===== src/rtl/des_round_ctrl_if.sv =====
// Handshake and control bus between the DES round sequencer and its datapath/key schedule.
// Adds the abort input when DES_ROUND_CTRL_ABORT_EN is defined.
interface des_round_ctrl_if;
  logic       start;
  logic       decrypt;
`ifdef DES_ROUND_CTRL_ABORT_EN
  logic       abort;
`endif
  logic       busy;
  logic       done;
  logic       ld_data;
  logic       ld_key;
  logic       round_en;
  logic [3:0] round_idx;
  logic [1:0] key_shift;
  logic       key_dir;
  logic       last_round;
  logic       out_en;

`ifdef DES_ROUND_CTRL_ABORT_EN
  modport master (output start, decrypt, abort,
                  input  busy, done, ld_data, ld_key, round_en, round_idx,
                         key_shift, key_dir, last_round, out_en);
  modport slave  (input  start, decrypt, abort,
                  output busy, done, ld_data, ld_key, round_en, round_idx,
                         key_shift, key_dir, last_round, out_en);
`else
  modport master (output start, decrypt,
                  input  busy, done, ld_data, ld_key, round_en, round_idx,
                         key_shift, key_dir, last_round, out_en);
  modport slave  (input  start, decrypt,
                  output busy, done, ld_data, ld_key, round_en, round_idx,
                         key_shift, key_dir, last_round, out_en);
`endif
endinterface


===== src/rtl/des_round_ctrl.sv =====
// DES round sequencer: IDLE -> LOAD -> ROUND x NUM_ROUNDS -> FINAL -> DONE, all outputs registered.
// Optional feature macro: DES_ROUND_CTRL_ABORT_EN (adds abort input on the interface).
module des_round_ctrl #(
  parameter int NUM_ROUNDS = 16
) (
  input logic            clk,
  input logic            rst_n,
  des_round_ctrl_if.slave bus
);

  if (NUM_ROUNDS < 1 || NUM_ROUNDS > 16) begin : g_bad_rounds
    $error("des_round_ctrl: NUM_ROUNDS must be 1..16");
  end

  typedef enum logic [2:0] {IDLE, LOAD, ROUND, FINAL, DONE} state_t;

  localparam logic [3:0] LAST_IDX = 4'(NUM_ROUNDS - 1);

  state_t     state_q;
  logic       dec_q;
  logic       busy_q, done_q, ld_q, round_en_q, last_q, out_en_q;
  logic [3:0] idx_q;
  logic [1:0] shift_q;
  logic [3:0] nxt_idx;
  logic       abort_hit;

  // Decrypt walks the schedule backwards: no rotate before round 0.
  function automatic logic [1:0] shift_of(input logic [3:0] idx, input logic dec);
    if (idx == 4'd0) return dec ? 2'd0 : 2'd1;
    if (idx == 4'd1 || idx == 4'd8 || idx == 4'd15) return 2'd1;
    return 2'd2;
  endfunction

  assign nxt_idx = idx_q + 4'd1;

`ifdef DES_ROUND_CTRL_ABORT_EN
  assign abort_hit = bus.abort && (state_q == LOAD || state_q == ROUND || state_q == FINAL);
`else
  assign abort_hit = 1'b0;
`endif

  always_ff @(posedge clk or negedge rst_n) begin
    if (!rst_n) begin
      state_q    <= IDLE;
      dec_q      <= 1'b0;
      busy_q     <= 1'b0;
      done_q     <= 1'b0;
      ld_q       <= 1'b0;
      round_en_q <= 1'b0;
      last_q     <= 1'b0;
      out_en_q   <= 1'b0;
      idx_q      <= 4'd0;
      shift_q    <= 2'd0;
    end else begin
      ld_q       <= 1'b0;
      round_en_q <= 1'b0;
      last_q     <= 1'b0;
      out_en_q   <= 1'b0;
      done_q     <= 1'b0;
      if (abort_hit) begin
        state_q <= IDLE;
        busy_q  <= 1'b0;
        idx_q   <= 4'd0;
        shift_q <= 2'd0;
      end else begin
        case (state_q)
          IDLE: if (bus.start) begin
            state_q <= LOAD;
            dec_q   <= bus.decrypt;
            busy_q  <= 1'b1;
            ld_q    <= 1'b1;
            idx_q   <= 4'd0;
            shift_q <= 2'd0;
          end
          LOAD: begin
            state_q    <= ROUND;
            round_en_q <= 1'b1;
            idx_q      <= 4'd0;
            shift_q    <= shift_of(4'd0, dec_q);
            last_q     <= (LAST_IDX == 4'd0);
          end
          ROUND: begin
            if (idx_q == LAST_IDX) begin
              state_q  <= FINAL;
              out_en_q <= 1'b1;
              idx_q    <= 4'd0;
              shift_q  <= 2'd0;
            end else begin
              round_en_q <= 1'b1;
              idx_q      <= nxt_idx;
              shift_q    <= shift_of(nxt_idx, dec_q);
              last_q     <= (nxt_idx == LAST_IDX);
            end
          end
          FINAL: begin
            state_q <= DONE;
            busy_q  <= 1'b0;
            done_q  <= 1'b1;
          end
          DONE:    state_q <= IDLE;
          default: state_q <= IDLE;
        endcase
      end
    end
  end

  assign bus.busy       = busy_q;
  assign bus.done       = done_q;
  assign bus.ld_data    = ld_q;
  assign bus.ld_key     = ld_q;
  assign bus.round_en   = round_en_q;
  assign bus.round_idx  = idx_q;
  assign bus.key_shift  = shift_q;
  assign bus.key_dir    = dec_q;
  assign bus.last_round = last_q;
  assign bus.out_en     = out_en_q;

endmodule


===== src/flat_wrapper.sv =====
// flat-port wrapper written by rule: the top's interface ports become plain ports
module des_round_ctrl_flat 
#(
  parameter int NUM_ROUNDS = 16
)
  (clk, rst_n, bus_start, bus_decrypt, bus_busy, bus_done, bus_ld_data, bus_ld_key, bus_round_en, bus_round_idx, bus_key_shift, bus_key_dir, bus_last_round, bus_out_en);
  des_round_ctrl_if bus_i ();
  input logic clk;
  input logic rst_n;
  input wire logic [$bits(bus_i.start)-1:0] bus_start;
  input wire logic [$bits(bus_i.decrypt)-1:0] bus_decrypt;
  output wire logic [$bits(bus_i.busy)-1:0] bus_busy;
  output wire logic [$bits(bus_i.done)-1:0] bus_done;
  output wire logic [$bits(bus_i.ld_data)-1:0] bus_ld_data;
  output wire logic [$bits(bus_i.ld_key)-1:0] bus_ld_key;
  output wire logic [$bits(bus_i.round_en)-1:0] bus_round_en;
  output wire logic [$bits(bus_i.round_idx)-1:0] bus_round_idx;
  output wire logic [$bits(bus_i.key_shift)-1:0] bus_key_shift;
  output wire logic [$bits(bus_i.key_dir)-1:0] bus_key_dir;
  output wire logic [$bits(bus_i.last_round)-1:0] bus_last_round;
  output wire logic [$bits(bus_i.out_en)-1:0] bus_out_en;
  assign bus_i.start = bus_start;
  assign bus_i.decrypt = bus_decrypt;
  assign bus_busy = bus_i.busy;
  assign bus_done = bus_i.done;
  assign bus_ld_data = bus_i.ld_data;
  assign bus_ld_key = bus_i.ld_key;
  assign bus_round_en = bus_i.round_en;
  assign bus_round_idx = bus_i.round_idx;
  assign bus_key_shift = bus_i.key_shift;
  assign bus_key_dir = bus_i.key_dir;
  assign bus_last_round = bus_i.last_round;
  assign bus_out_en = bus_i.out_en;
  des_round_ctrl #(.NUM_ROUNDS(NUM_ROUNDS)) u_core (.clk(clk), .rst_n(rst_n), .bus(bus_i));
endmodule

===== config.mk =====
export PLATFORM = sky130hd
export DESIGN_NAME = des_round_ctrl_flat
export DESIGN_NICKNAME = d
export VERILOG_FILES = /design/src/rtl/des_round_ctrl_if.sv /design/src/rtl/des_round_ctrl.sv /design/src/flat_wrapper.sv
export SDC_FILE = /design/constraint.sdc
export NUM_CORES = 1
export LEC_CHECK = 0
export ABC_CLOCK_PERIOD_IN_PS = 3700
export BUFFER_PORTS_ARGS = -buffer_cell sky130_fd_sc_hd__buf_4
export CORE_MARGIN = 2
export CORE_UTILIZATION = 50
export CTS_CLUSTER_SIZE = 14
export DETAILED_ROUTE_END_ITERATION = 7
export PLACE_DENSITY = 0.76
export SETUP_SLACK_MARGIN = 0.5
export SYNTH_ARGS = -nofsm -noshare
export SYNTH_HDL_FRONTEND = slang
export SYNTH_SLANG_ARGS = --single-unit

===== constraint.sdc =====
create_clock -name clk -period 3.7 [get_ports clk]
set_input_delay 0.37 -clock clk [delete_from_list [all_inputs] [get_ports clk]]
set_output_delay 0.37 -clock clk [all_outputs]
set_load 0.02 [all_outputs]

==> impl_metrics.ini <==
[pwr]
intPower_w = 0.0004433
p_switching_w = 0.0003038
p_leak_nw = 0.4780
p_seq_share_pct = 39.9
comb_power_share_pct = 44.7
powerDensity_mw_per_mm2 = 745.4
p_clk_share_pct = 15.4
vdd_drop_max_uv = 599.9
switching_share_pct = 40.66

[worst_setup_path]
crit_path_end_kind = register
cp_data_arrival_time_ns = 1.87
r2r-start = u_core.bus.round_idx[1]$_DFFE_PN0P_
timing.critical_path.cells = ha_1 -> nand3_2 -> and3_4 -> a21o_1 -> a22o_1
required_ns = 3.89
regToRegEndpoint = u_core.bus.round_idx[3]$_DFFE_PN0P_
crit_family = flip-flops
critical_path_class = reg -> reg
path_buf_inv = 0
cp_max_fo = 8
cp-start-kind = register
cp_slowest_cell = dfrtp_1
cpPeakStageDelay_ns = 0.47
r2r_cells = 5
r2r_slack_ns = 2.02

[die]
die_x_um = 45.37
coreArea_mm2 = 0.001559
die_area_mm2 = 0.002058
dieHeight_um = 45.37
rows = 14
initial_utilization_pct = 54.90
io_pins = 18

[synthesis]
synth_nets = 88
synthTopCellsByArea = dfrtp_1, ha_1, nand2_1
synth_cell_types = 35
ys_ff_latch = 16
async_flop_share_pct = 100.0
ys_warn_count = 0
syn_area_per_cell_um2 = 10.57
synth_common_cells = dfrtp_1, nand2_1, a21oi_1, o21ai_0
netlist_instances = 81
yosys.area.top_type = dfrtp_1
ys.flop_type = dfrtp_1
synth_edf_count = 0
yosysMostFrequentCell = dfrtp_1
synth_top_area_share_pct = 46.78
ys_seq_area_share_pct = 46.78
synth_area_um2 = 855.8

[placement]
dpl-instance-area_um2 = 955.9
dp_slack_ns = 2.062
routabilityCongestion = 0.8241
dp_cells = 108
dp_hpwl_um = 1175
numPortBuffers = 17

[clock_network]
cts_inserted_buffers = 3
cts_buffer_depth = 2
clock_latency_ns = 0.29
clock-sinks = 16
cts_tree = yes
root_buffer = clkbuf_4
path_clk_slew_ns = 0.10
cts_setup_buffers = 0
cts_resized = 0
hold_buffers = 1
htree_levels = 1

[timing]
fin_crit_sh_pct = 45.41
setup_viol = 0
finalHoldViolations = 0
setup_ws_ns = 2.020
worst_pin_slew_ns = 0.3855
fin_tns_setup_ns = 0
fin_skew_ns = 0.01006
timing.fmax_mhz = 595.2
max_slew_margin_pct = 74.30
slew_viol_final = 0
rsz0062_at_grt = false
period_minus_slack_ns = 1.680

[hold_path]
min_to = u_core.bus.key_dir$_DFFE_PN0P_
hold-path-cell-count = 2
min_from = bus_decrypt
holdCritPathClass = in -> reg

[route]
wirelength_um = 1651
ant_nets = 0
drt_iter0_markers = 13
viasPerCell = 5.788
drt-pass1-iter-count = 4
num_vias = 654
drc = 0
drt-wirelength-per-cell_um = 14.61

[layout]
fillers = 119
area_delta_synth_final_pct = 17.11
drive_gt1_share_pct = 31.96
n_antenna_cell = 0
layout.nets = 105
fin_area_mm2 = 0.001002
fin_cells = 113
fin_util_pct = 64.29

[run]
max_cap_viol_count = 0

[global_routing]
grt_max_degree = 17
grt_pass1_vias = 602
grt-ovfl-total = 0
track_usage_pct = 18.50
grt_pass1_wl_um = 2780
antenna_found_initial = 0

[status]
status = finished clean
worst max path at each step:
stage	startpoint	end	slack [ns]	depth (start not counted)
after detailed placement	u_core.bus.round_idx[1]$_DFFE_PN0P_	u_core.bus.round_idx[3]$_DFFE_PN0P_	2.06	5
after global placement	u_core.bus.round_idx[1]$_DFFE_PN0P_	u_core.bus.round_idx[3]$_DFFE_PN0P_	2.15	5
after floorplan	u_core.bus.round_idx[1]$_DFFE_PN0P_	u_core.bus.round_idx[3]$_DFFE_PN0P_	2.07	5
after global routing	u_core.bus.round_idx[1]$_DFFE_PN0P_	u_core.bus.round_idx[3]$_DFFE_PN0P_	1.89	5
after CTS	u_core.bus.round_idx[1]$_DFFE_PN0P_	u_core.bus.round_idx[3]$_DFFE_PN0P_	2.03	5
final	u_core.bus.round_idx[1]$_DFFE_PN0P_	u_core.bus.round_idx[3]$_DFFE_PN0P_	2.02	5
worst reg2reg max path: stages, from the launching register on:
cell	delay (ns)
dfrtp_1	0.47
ha_1	0.37
nand3_2	0.15
and3_4	0.22
a21o_1	0.15
a22o_1	0.22
state kept, by name, summed over array words and instances (netlist names):
register               cells
u_core.bus.busy            1
u_core.bus.done            1
u_core.bus.key_dir         1
u_core.bus.key_shift       2
u_core.bus.last_round      1
u_core.bus.ld_data         1
u_core.bus.out_en          1
u_core.bus.round_en        1
u_core.bus.round_idx       4
u_core.state_q             3
layout make-up:
type                       instances  area (um2)  share of cell area [%]
clock buffer                       4       36.28                   3.620
inverter                           3       11.26                   1.124
timing repair buffer              18       137.6                   13.73
tap                               16       20.02                   1.998
sequential                        16       400.4                   39.95
multi-input combinational         56       396.6                   39.58
metal layers:
metal,track usage [%],vias up,part of all wire [%]
met5,0,-,0
met4,5.294,0,1.4
met3,2.381,6,4.5
met2,30.57,22,45
met1,25.45,307,49
li1,-,319,-
power groups by stage:
stage | logic, W | clock network [W] | registers [W]
finish | 0.000334 | 0.000115 | 0.000298
global route | 0.000367 | 0.000122 | 0.000308
CTS | 0.000338 | 0.000116 | 0.000296
detailed placement | 0.000334 | 0 | 0.000299
global placement | 0.000330 | 0 | 0.000297
floorplan | 0.000231 | 0 | 0.000305
cells by family (layout without fill, tap and decap cells):
| logic type | count (synthesis) | in the layout | synth area share, % |
|---|---|---|---|
| fa+ha+maj | 3 | 3 | 4.386 |
| flops | 16 | 16 | 46.78 |
| simple gates | 30 | 30 | 22.81 |
| buf+inv | 9 | 25 | 6.871 |
| mux | 1 | 1 | 1.316 |
| compound gates | 21 | 21 | 16.81 |
| xor+xnor | 1 | 1 | 1.024 |
stage by stage:
stage	hold slack, ns	power (W)
finish	0.3082	0.0007471
floorplan	0.07441	0.0005364
detailed placement	0.2401	0.0006330
global route	0.3199	0.0007979
global placement	0.2337	0.0006266
CTS	0.3157	0.0007500
layout by cell type (no fill, tap or decap), types with 2 or more instances in the layout:
master    count
nand3_1       3
ha_1          3
dfrtp_1      16
o21ai_0       5
inv_1         3
nand2b_1      4
clkbuf_4      3
o22ai_1       2
nand2_1       7
buf_4        17
nor3_1        2
nor2_1        4
a21oi_1       5
No activity file was read; power rests on OpenSTA's default activity.
